===== config.mk =====
export PLATFORM = sky130hd
export DESIGN_NAME = dcache_controller_flat
export DESIGN_NICKNAME = d
export VERILOG_FILES = /design/src/rtl/dcache_pkg.sv /design/src/rtl/dcache_controller_if.sv /design/src/rtl/dcache_sram.sv /design/src/rtl/dcache_controller.sv /design/src/flat_wrapper.sv
export SDC_FILE = /design/constraint.sdc
export NUM_CORES = 2
export LEC_CHECK = 0
export BUFFER_PORTS_ARGS = -buffer_cell sky130_fd_sc_hd__buf_2
export CORE_ASPECT_RATIO = 1.25
export CORE_MARGIN = 3
export CORE_UTILIZATION = 35
export CTS_CLUSTER_DIAMETER = 50
export DETAILED_ROUTE_END_ITERATION = 7
export HOLD_SLACK_MARGIN = 0.1
export SLEW_MARGIN = 40
export SYNTH_ARGS = -nofsm -noshare
export SYNTH_HDL_FRONTEND = slang
export SYNTH_MEMORY_MAX_BITS = 65536
export SYNTH_SLANG_ARGS = --single-unit

===== constraint.sdc =====
create_clock -name clk_i -period 9.5 [get_ports clk_i]
set_clock_uncertainty 0.15 [all_clocks]
set_input_delay 1.9 -clock clk_i [delete_from_list [all_inputs] [get_ports clk_i]]
set_output_delay 1.9 -clock clk_i [all_outputs]
set_load 0.02 [all_outputs]

===== src/rtl/dcache_pkg.sv =====
// Shared constants and FSM encoding for the direct-mapped L1 data cache.
package dcache_pkg;

    // Geometry of the default configuration: 16 lines of 256 bits (8 x 32-bit words).
    localparam int LINES_DEFAULT = 16;
    localparam int OFFSET_W      = 5;
    localparam int INDEX_W       = $clog2(LINES_DEFAULT);
    localparam int TAG_W         = 32 - OFFSET_W - INDEX_W;
    localparam int WORD_SEL_W    = 3;
    localparam int WORD_W        = 32;

    // Controller state: idle/hit service, victim write-back, line refill.
    typedef enum logic [1:0] {
        ST_IDLE      = 2'd0,
        ST_WRITEBACK = 2'd1,
        ST_REFILL    = 2'd2
    } dc_state_e;

endpackage


===== src/rtl/dcache_controller_if.sv =====
// CPU-side and memory-side signals of the data cache. Signal suffixes are
// written from the controller's point of view (_i into the cache, _o out of it).
interface dcache_controller_if #(
    parameter int LINE_W = 256
);
    // CPU MEM-stage port
    logic              cpu_req_i;
    logic              cpu_write_i;
    logic [31:0]       cpu_addr_i;
    logic [31:0]       cpu_data_i;
    logic [31:0]       cpu_data_o;
    logic              cpu_stall_o;

    // Off-chip line memory port
    logic              mem_enable_o;
    logic              mem_write_o;
    logic [31:0]       mem_addr_o;
    logic [LINE_W-1:0] mem_data_o;
    logic [LINE_W-1:0] mem_data_i;
    logic              mem_ack_i;

    // The cache controller itself.
    modport slave (
        input  cpu_req_i, cpu_write_i, cpu_addr_i, cpu_data_i,
        output cpu_data_o, cpu_stall_o,
        output mem_enable_o, mem_write_o, mem_addr_o, mem_data_o,
        input  mem_data_i, mem_ack_i
    );

    // The environment around it: pipeline plus memory.
    modport master (
        output cpu_req_i, cpu_write_i, cpu_addr_i, cpu_data_i,
        input  cpu_data_o, cpu_stall_o,
        input  mem_enable_o, mem_write_o, mem_addr_o, mem_data_o,
        output mem_data_i, mem_ack_i
    );
endinterface


===== src/rtl/dcache_sram.sv =====
// Line storage for the direct-mapped cache: valid/dirty flags, tags and data.
// Combinational read by index; synchronous write of a full line (refill) or a
// single word (store hit). Only the flags are cleared by reset.
module dcache_sram
    import dcache_pkg::*;
#(
    parameter int LINES  = 16,
    parameter int LINE_W = 256,
    parameter int IDX_W  = $clog2(LINES),
    parameter int TG_W   = 32 - OFFSET_W - IDX_W
) (
    input  logic                  clk_i,
    input  logic                  rst_i,
    // read port
    input  logic [IDX_W-1:0]      rd_idx_i,
    output logic                  rd_valid_o,
    output logic                  rd_dirty_o,
    output logic [TG_W-1:0]       rd_tag_o,
    output logic [LINE_W-1:0]     rd_data_o,
    // write port
    input  logic [IDX_W-1:0]      wr_idx_i,
    input  logic                  line_we_i,
    input  logic [TG_W-1:0]       line_tag_i,
    input  logic [LINE_W-1:0]     line_data_i,
    input  logic                  word_we_i,
    input  logic [WORD_SEL_W-1:0] word_sel_i,
    input  logic [WORD_W-1:0]     word_data_i
);

    logic [LINES-1:0]  valid_vec;
    logic [LINES-1:0]  dirty_vec;
    logic [TG_W-1:0]   tag_mem  [LINES];
    logic [LINE_W-1:0] data_mem [LINES];

    logic [WORD_SEL_W+4:0] word_lsb;
    assign word_lsb = {word_sel_i, 5'b00000};

    genvar gi;
    generate
        for (gi = 0; gi < LINES; gi++) begin : g_flags
            logic valid_bit_q;
            logic dirty_bit_q;

            // A refill installs a clean valid line; a store hit marks it dirty.
            always_ff @(posedge clk_i or negedge rst_i) begin
                if (!rst_i) begin
                    valid_bit_q <= 1'b0;
                    dirty_bit_q <= 1'b0;
                end else if (line_we_i && (wr_idx_i == IDX_W'(gi))) begin
                    valid_bit_q <= 1'b1;
                    dirty_bit_q <= 1'b0;
                end else if (word_we_i && (wr_idx_i == IDX_W'(gi))) begin
                    dirty_bit_q <= 1'b1;
                end
            end

            assign valid_vec[gi] = valid_bit_q;
            assign dirty_vec[gi] = dirty_bit_q;
        end
    endgenerate

    // Tag and data arrays carry no reset so they can map onto RAM.
    always_ff @(posedge clk_i) begin
        if (line_we_i) begin
            tag_mem[wr_idx_i]  <= line_tag_i;
            data_mem[wr_idx_i] <= line_data_i;
        end else if (word_we_i) begin
            data_mem[wr_idx_i][word_lsb +: WORD_W] <= word_data_i;
        end
    end

    assign rd_valid_o = valid_vec[rd_idx_i];
    assign rd_dirty_o = dirty_vec[rd_idx_i];
    assign rd_tag_o   = tag_mem[rd_idx_i];
    assign rd_data_o  = data_mem[rd_idx_i];

endmodule


===== src/rtl/dcache_controller.sv =====
// Direct-mapped, write-back, write-allocate L1 data cache controller.
// Hits complete combinationally with no stall; a miss stalls the pipeline,
// writes back a dirty victim if needed, refills the line, then lets the held
// request complete as an ordinary hit.
module dcache_controller
    import dcache_pkg::*;
#(
    parameter int LINES  = 16,
    parameter int LINE_W = 256
) (
    input  logic clk_i,
    input  logic rst_i,
    dcache_controller_if.slave bus
);

    localparam int IDX_W = $clog2(LINES);
    localparam int TG_W  = 32 - OFFSET_W - IDX_W;

    // Address fields of the current CPU request.
    logic [TG_W-1:0]       req_tag;
    logic [IDX_W-1:0]      req_idx;
    logic [WORD_SEL_W-1:0] req_wsel;
    logic [1:0]            unused_byte_off;

    assign req_tag         = bus.cpu_addr_i[31 -: TG_W];
    assign req_idx         = bus.cpu_addr_i[OFFSET_W +: IDX_W];
    assign req_wsel        = bus.cpu_addr_i[2 +: WORD_SEL_W];
    assign unused_byte_off = bus.cpu_addr_i[1:0];

    // Registered FSM state and memory-side outputs.
    dc_state_e         state_q;
    logic              mem_enable_q;
    logic              mem_write_q;
    logic [31:0]       mem_addr_q;
    logic [LINE_W-1:0] mem_data_q;
    // Line being filled; kept so the fill completes even if the request drops.
    logic [TG_W-1:0]   fill_tag_q;
    logic [IDX_W-1:0]  fill_idx_q;

    // Storage read/write signals.
    logic              rd_valid;
    logic              rd_dirty;
    logic [TG_W-1:0]   rd_tag;
    logic [LINE_W-1:0] rd_data;
    logic              line_we;
    logic              word_we;
    logic [IDX_W-1:0]  wr_idx;

    logic hit;
    logic miss;

    assign hit  = (state_q == ST_IDLE) && bus.cpu_req_i && rd_valid && (rd_tag == req_tag);
    assign miss = (state_q == ST_IDLE) && bus.cpu_req_i && !hit;

    assign line_we = (state_q == ST_REFILL) && bus.mem_ack_i;
    assign word_we = hit && bus.cpu_write_i;
    assign wr_idx  = line_we ? fill_idx_q : req_idx;

    dcache_sram #(
        .LINES  (LINES),
        .LINE_W (LINE_W),
        .IDX_W  (IDX_W),
        .TG_W   (TG_W)
    ) u_sram (
        .clk_i       (clk_i),
        .rst_i       (rst_i),
        .rd_idx_i    (req_idx),
        .rd_valid_o  (rd_valid),
        .rd_dirty_o  (rd_dirty),
        .rd_tag_o    (rd_tag),
        .rd_data_o   (rd_data),
        .wr_idx_i    (wr_idx),
        .line_we_i   (line_we),
        .line_tag_i  (fill_tag_q),
        .line_data_i (bus.mem_data_i),
        .word_we_i   (word_we),
        .word_sel_i  (req_wsel),
        .word_data_i (bus.cpu_data_i)
    );

    // Miss handling FSM; memory outputs are set on entry to each state and
    // therefore hold steady for the whole transaction.
    always_ff @(posedge clk_i or negedge rst_i) begin
        if (!rst_i) begin
            state_q      <= ST_IDLE;
            mem_enable_q <= 1'b0;
            mem_write_q  <= 1'b0;
            mem_addr_q   <= '0;
            mem_data_q   <= '0;
            fill_tag_q   <= '0;
            fill_idx_q   <= '0;
        end else begin
            case (state_q)
                ST_IDLE: begin
                    if (miss) begin
                        fill_tag_q   <= req_tag;
                        fill_idx_q   <= req_idx;
                        mem_enable_q <= 1'b1;
                        if (rd_valid && rd_dirty) begin
                            state_q     <= ST_WRITEBACK;
                            mem_write_q <= 1'b1;
                            mem_addr_q  <= {rd_tag, req_idx, {OFFSET_W{1'b0}}};
                            mem_data_q  <= rd_data;
                        end else begin
                            state_q     <= ST_REFILL;
                            mem_write_q <= 1'b0;
                            mem_addr_q  <= {req_tag, req_idx, {OFFSET_W{1'b0}}};
                            mem_data_q  <= '0;
                        end
                    end
                end
                ST_WRITEBACK: begin
                    if (bus.mem_ack_i) begin
                        state_q     <= ST_REFILL;
                        mem_write_q <= 1'b0;
                        mem_addr_q  <= {fill_tag_q, fill_idx_q, {OFFSET_W{1'b0}}};
                        mem_data_q  <= '0;
                    end
                end
                ST_REFILL: begin
                    if (bus.mem_ack_i) begin
                        state_q      <= ST_IDLE;
                        mem_enable_q <= 1'b0;
                        mem_write_q  <= 1'b0;
                        mem_addr_q   <= '0;
                        mem_data_q   <= '0;
                    end
                end
                default: begin
                    state_q      <= ST_IDLE;
                    mem_enable_q <= 1'b0;
                    mem_write_q  <= 1'b0;
                    mem_addr_q   <= '0;
                    mem_data_q   <= '0;
                end
            endcase
        end
    end

    assign bus.mem_enable_o = mem_enable_q;
    assign bus.mem_write_o  = mem_write_q;
    assign bus.mem_addr_o   = mem_addr_q;
    assign bus.mem_data_o   = mem_data_q;

    // Stall is forced low while reset is held even if a request is pending.
    assign bus.cpu_stall_o = rst_i && ((state_q != ST_IDLE) || miss);
    assign bus.cpu_data_o  = hit ? rd_data[{req_wsel, 5'b00000} +: WORD_W] : '0;

endmodule


===== src/flat_wrapper.sv =====
// flat-port wrapper written by rule: the top's interface ports become plain ports
module dcache_controller_flat import dcache_pkg::*;
#(
    parameter int LINES  = 16,
    parameter int LINE_W = 256
)
  (clk_i, rst_i, bus_cpu_req_i, bus_cpu_write_i, bus_cpu_addr_i, bus_cpu_data_i, bus_cpu_data_o, bus_cpu_stall_o, bus_mem_enable_o, bus_mem_write_o, bus_mem_addr_o, bus_mem_data_o, bus_mem_data_i, bus_mem_ack_i);
  dcache_controller_if #(.LINE_W(LINE_W)) bus_i ();
  input  logic clk_i;
  input  logic rst_i;
  input wire logic [$bits(bus_i.cpu_req_i)-1:0] bus_cpu_req_i;
  input wire logic [$bits(bus_i.cpu_write_i)-1:0] bus_cpu_write_i;
  input wire logic [$bits(bus_i.cpu_addr_i)-1:0] bus_cpu_addr_i;
  input wire logic [$bits(bus_i.cpu_data_i)-1:0] bus_cpu_data_i;
  output wire logic [$bits(bus_i.cpu_data_o)-1:0] bus_cpu_data_o;
  output wire logic [$bits(bus_i.cpu_stall_o)-1:0] bus_cpu_stall_o;
  output wire logic [$bits(bus_i.mem_enable_o)-1:0] bus_mem_enable_o;
  output wire logic [$bits(bus_i.mem_write_o)-1:0] bus_mem_write_o;
  output wire logic [$bits(bus_i.mem_addr_o)-1:0] bus_mem_addr_o;
  output wire logic [$bits(bus_i.mem_data_o)-1:0] bus_mem_data_o;
  input wire logic [$bits(bus_i.mem_data_i)-1:0] bus_mem_data_i;
  input wire logic [$bits(bus_i.mem_ack_i)-1:0] bus_mem_ack_i;
  assign bus_i.cpu_req_i = bus_cpu_req_i;
  assign bus_i.cpu_write_i = bus_cpu_write_i;
  assign bus_i.cpu_addr_i = bus_cpu_addr_i;
  assign bus_i.cpu_data_i = bus_cpu_data_i;
  assign bus_cpu_data_o = bus_i.cpu_data_o;
  assign bus_cpu_stall_o = bus_i.cpu_stall_o;
  assign bus_mem_enable_o = bus_i.mem_enable_o;
  assign bus_mem_write_o = bus_i.mem_write_o;
  assign bus_mem_addr_o = bus_i.mem_addr_o;
  assign bus_mem_data_o = bus_i.mem_data_o;
  assign bus_i.mem_data_i = bus_mem_data_i;
  assign bus_i.mem_ack_i = bus_mem_ack_i;
  dcache_controller #(.LINES(LINES), .LINE_W(LINE_W)) u_core (.clk_i(clk_i), .rst_i(rst_i), .bus(bus_i));
endmodule

-- Yosys cells after proc, flatten, opt, wreduce, memory -nomap -nowiden
Memories as Yosys holds them, arrays and structs flattened.
Index checks and enable logic that the tools add are counted.
- register bits after elaboration: 351
- latch bits: 0
- bits in writable memories: 4464
- memory bits (read-only): 0
- word-level logic and storage cells: 710
- memories: 2
- add/sub/neg operators: 1
- multipliers: 0
- divide/modulo/power cells: 0
- magnitude comparators: 1
- eq/ne operators: 22
- shifts and indexed selects: 3
- multiplexer cells: 319
- bitwise operators: 257
- reduce and logical (&&, ||, !) cells: 66
- memory list (name ; words ; width ; rd ports ; clocked after Yosys merged registers in ; write ports ; line ; text):
    u_core.u_sram.data_mem ; 16 ; 256 ; 1 ; 0 ; 1 ; dcache_sram.sv:33 ; logic [LINE_W-1:0] data_mem [LINES];
    u_core.u_sram.tag_mem ; 16 ; 23 ; 1 ; 0 ; 1 ; dcache_sram.sv:32 ; logic [TG_W-1:0] tag_mem [LINES];
- operators by type and width (cell ; count):
    $mux W256 ; 4
    $pmux W256 S2 ; 1
    $mux W1 ; 298
    $or A1 B1 Y1 ; 256
    $shift A32 B10 Y256 const A ; 1
    $shiftx A256 B9 Y32 ; 1
    $shiftx A32 B10 Y256 ; 1
    $mux W32 ; 5
    $pmux W32 S3 ; 1
    $logic_and A1 B1 Y1 ; 40
    $reduce_bool A2 Y1 ; 17
    $eq A4 B4 Y1 const B ; 8
    $eq A23 B23 Y1 ; 1
    $eq A4 B3 Y1 const B ; 4
    $neg A8 Y10 ; 1
    $bmux W1 S4 ; 2
    $eq A4 B2 Y1 const B ; 2
    $mux W2 ; 4
    $pmux W2 S3 ; 1
    $reduce_and A3 Y1 ; 2
    $lt A4 B5 Y1 const B ; 1
    $eq A4 B1 Y1 const B ; 1
    $logic_not A4 Y1 ; 1
    $mux W4 ; 1
    12 further kinds ; 15

-- Logic depth before layout (Yosys ltp)
- depth in word-level cells: 9
- depth in mapped cells: 18
- gate-level depth less buffers: 10

-- Hierarchy
Synthesis repeated with hierarchy kept, for this count alone.
- cells, all modules: 8794
- area, all modules: 188550.8 um^2
- by module, submodules not included (module ; times used ; cells each ; area an instance (um^2)):
    dcache_sram ; 1 ; 7758 ; 174292.2
    dcache_controller ; 1 ; 1036 ; 14258.7

-- Worst setup path before layout
Ideal clock, no wire load.
- path type: input -> output
- from: input port bus_cpu_addr_i[5]
- to: output port bus_cpu_data_o[10]
- arrival: 5.512 ns
- data required time: 7.450 ns
- slack: 1.938 ns
- stages on the path: 13
- buffers on the path: 8
- path through: buf_6 -> buf_8 -> buf_8 -> buf_6 -> buf_2 -> buf_2 -> buf_1 -> buf_1 -> mux4_2 -> mux4_2 -> mux4_2 -> nand2_1 -> a21oi_1
- word-level cells in the longest chain between the ends: 5
- elaborated cells between the ends (all ways): 9
- classes of those cells: eq/ne (1); shift (1); mux (3); reduce/logical (2); memory (2)
- ends and longest elaborated chain (item ; line ; text):
    start: declaration ; flat_wrapper.sv:13 ; input wire logic [$bits(bus_i.cpu_addr_i)-1:0] bus_cpu_addr_i;
    parallel branches: the longest is 4 deep, another holds $mem_v2 Z16 W256 ; n/a ;
    $mux W32 (*) ; dcache_controller.sv:147 ; assign bus.cpu_data_o = hit ? rd_data[{req_wsel, 5'b00000} +: WORD_W] : '0;
    end: declaration ; flat_wrapper.sv:15 ; output wire logic [$bits(bus_i.cpu_data_o)-1:0] bus_cpu_data_o;
Every way passes the cells marked *. The select of a mux whose other input is x is not followed.

-- Final worst setup path
- from: input port bus_cpu_addr_i[7]
- to: output port bus_cpu_data_o[5]
Same word-level chain as after synthesis.

==> qor.csv <==
metric,value,unit
seq_area,142700,um2
p_per_area,217.8,nW/um2
power_frac_clock,37.7,%
fin_crit_sh,89.53,%
drive_gt1_share,37.27,%
core_area,534100,um2
cp-end-kind,primary output,
dp_hpwl,426.8,mm
crit_path_top_delay_cell,or4_4,
grt.overflow.total,0,
synth_top_cell_area_share,71.38,%
gp_congestion,0.8897,
synth_common_cells,"edfxtp_1 (4464), mux4_2 (1407), dfrtp_1 (346), clkbuf_1 (326), a22o_1 (262)",
rsz0062_at_grt,no,
setup_viol,0,
switching_power,11860,uW
cts_setup_buffers,0,
path_cells,"buf_2, nor2b_1, buf_4, a22o_1, or4_1, o31ai_1, or4_4, nor4_4, nand4_1, buf_12, a21oi_1, buf_4, buf_2",
cts_max_level,5,
postCtsResizedCells,0,
power_frac_comb,10.2,%
cts_hold_buf,0,
synth_edf_count,4464,
p_sw_share,24.97,%
slowest_delay,0.58,ns
ios,648,
num_rows,300,
startpoint_type,primary input,
maxSlewViolCount,0,
antenna_found_initial,175,
totalWireLength,634.1,mm
cts-root-buf,clkbuf_16,
critPathMaxFanout,41,
fin_nets,9513,
synth_cell_types,78,
grt_max_degree,131,
fin_area,218100,um2
worstPathRequired,7.45,ns
fin_crit,8.505,ns
max_freq,117.6,MHz
cp.arrival,6.46,ns
viasPerCell,5.649,
outcome,completed,
slew_headroom,30.54,%
fill_cells,46120,
synth-seq-cells,4810,
synth_ff_type,edfxtp_1,
vias,95020,
cts_tree,done,
hold_viol_final,0,
synth-async-reset-ratio,7.193,%
first_iter_violations,11350,
drc,0,
detail_route.wl_per_cell,37.69,um
clock_latency,1.01,ns
multiInputGateArea,44220,um2
die_w,661.2,um
grt_usage,22.85,%
syn_inst,8256,
clockBufferDepth,4,
start_util,35.16,%
cts_buffers,446,
path_class,primary input to primary output,
dieArea,545500,um2
p_int,35640,uW
maxCapViolations,0,
synth_area,187800,um2
peakVddDrop,0.0001786,V
synth_top_cell_by_area,edfxtp_1,
first_pass_iters,6,
fin_tns_setup,0,ns
grt_pass1_wl,840.9,mm
p_seq_share,52.1,%
final_antenna_net_count,0,
leakagePower,0.07096,uW
min_path_type,flip-flop to flip-flop,
place_area,202900,um2
yosysSeqAreaShare,75.99,%
chipHeight,825.0,um
portBuffers,640,
syn_to_final_growth,16.11,%
yosysWarnings,0,
cts.sinks,4810,
avgSynthCellArea,22.75,um2
yosysMostFrequentCell,edfxtp_1,
clk_pin_slew,0.06,ns
grt_pass1_vias,94400,
ys_top_cells_by_area,"edfxtp_1 (71%), mux4_2 (17%), dfrtp_1 (4.6%), mux2_2 (1.3%), a22o_1 (1.2%)",
tightest_slew,1.038,ns
## critical path: cells and delay by family
| kind | cells | cell delay (ns) |
|---|---|---|
| buf+inv | 5 | 1.58 |
| compound gates | 3 | 0.77 |
| simple gates | 5 | 2.09 |
## state kept, by name, indices dropped and copies added, names as in the netlist
register	count
u_core.bus.mem_write_o	1
u_core.fill_tag_q	23
u_core.u_sram.data_mem	4096
u_core.bus.mem_enable_o	1
u_core.state_q	2
u_core.u_sram.g_flags.valid_bit_q	16
u_core.u_sram.tag_mem	368
u_core.bus.mem_addr_o	27
u_core.bus.mem_data_o	256
u_core.u_sram.g_flags.dirty_bit_q	16
u_core.fill_idx_q	4
## metal layers
metal	part of all wire [%]	global-route usage, %	routed length [um]	up-vias
met2	48	36.00	302900	4971
met1	34	26.06	213200	51650
met3	9.8	6.863	62160	1166
li1	-	-	-	37140
met4	8.7	17.86	55290	92
met5	0.094	0	595	-
## through the flow
step | hold slack, ns | utilization, % | total power, uW | setup WS (ns) | std cells
2_1_floorplan | 0.2837 | - | 27410 | 1.938 | 8260
3_3_place_gp | 0.2955 | 37.92 | 29830 | 1.015 | 15810
3_5_place_dp | 0.2976 | 37.99 | 30030 | 0.9868 | 15820
4_1_cts | 0.3130 | 40.71 | 47690 | 0.9269 | 16660
5_1_grt | 0.3280 | 40.79 | 48710 | 0.8698 | 16750
6_report | 0.3135 | 40.82 | 47500 | 0.9950 | 16820
## cells in the final DEF (no fill, tap or decap), drive strengths merged, types with 7 or more instances in the layout
cell / instances
mux2i: 72
a221oi: 7
a22o: 262
clkinvlp: 30
nand4: 8
clkinv: 200
nor2: 191
inv: 44
clkbuf: 550
a22oi: 39
and3: 35
mux2: 283
xor2: 12
or2: 18
a21oi: 56
o41ai: 8
dfrtp: 346
xnor2: 8
nor3: 13
ha: 8
mux4: 1411
nand2: 177
bufinv: 35
nand3b: 7
o22ai: 9
edfxtp: 4464
nand3: 24
buf: 990
o21ai: 88
o21a: 20
and2: 55
diode: 157
## power by group through the flow
stage,combinational [uW],clock (uW),sequential (uW)
floorplan,2330,0,25100
global placement,4750,0,25100
detailed placement,4850,0,25200
CTS,4860,18100,24700
global route,4990,18900,24800
finish,4860,17900,24700
## cells by family (layout without fill, tap and decap cells)
group                    Yosys count  count (layout)  synth area share (%)
flip-flops                      4810            4810                 75.99
multiplexers                    1766            1766                 19.07
AND/OR/NAND/NOR                  565             565                 1.405
AO/OA/AOI/OAI                    544             544                 2.200
buffers and inverters            542            1849                 1.193
XOR/XNOR                          20              20               0.09327
adder cells (fa/ha/maj)            8               8               0.05330
other                              1             162              0.001997
## path summary, 6_finish.rpt
kind / start / slack, ns / cells past startpoint / endpoint
min in group asynchronous: rst_i / 0.62 / 1 / u_core.bus.mem_data_o[201]
worst max register to register: u_core.u_sram.tag_mem[3][19] / 3.93 / 10 / u_core.u_sram.data_mem[13][52]
max in group asynchronous: rst_i / 5.87 / 5 / u_core.bus.mem_data_o[83]
worst min register to register: u_core.u_sram.g_flags[2].valid_bit_q / 0.31 / 1 / u_core.u_sram.g_flags[2].valid_bit_q
worst max-delay path: bus_cpu_addr_i[7] / 0.99 / 13 / bus_cpu_data_o[5]
worst min-delay path: u_core.u_sram.g_flags[2].valid_bit_q / 0.31 / 1 / u_core.u_sram.g_flags[2].valid_bit_q
## final cells by class
class | instances | share of cell area [%]
Antenna cell | 157 | 0.1802
Clock buffer | 548 | 5.448
Clock inverter | 287 | 1.194
Inverter | 22 | 0.04361
Multi-Input combinational cell | 2908 | 20.28
Sequential cell | 4810 | 65.45
Tap cell | 7097 | 4.072
Timing Repair Buffer | 992 | 3.336
Note: power is estimated with default switching activity, not from simulation.
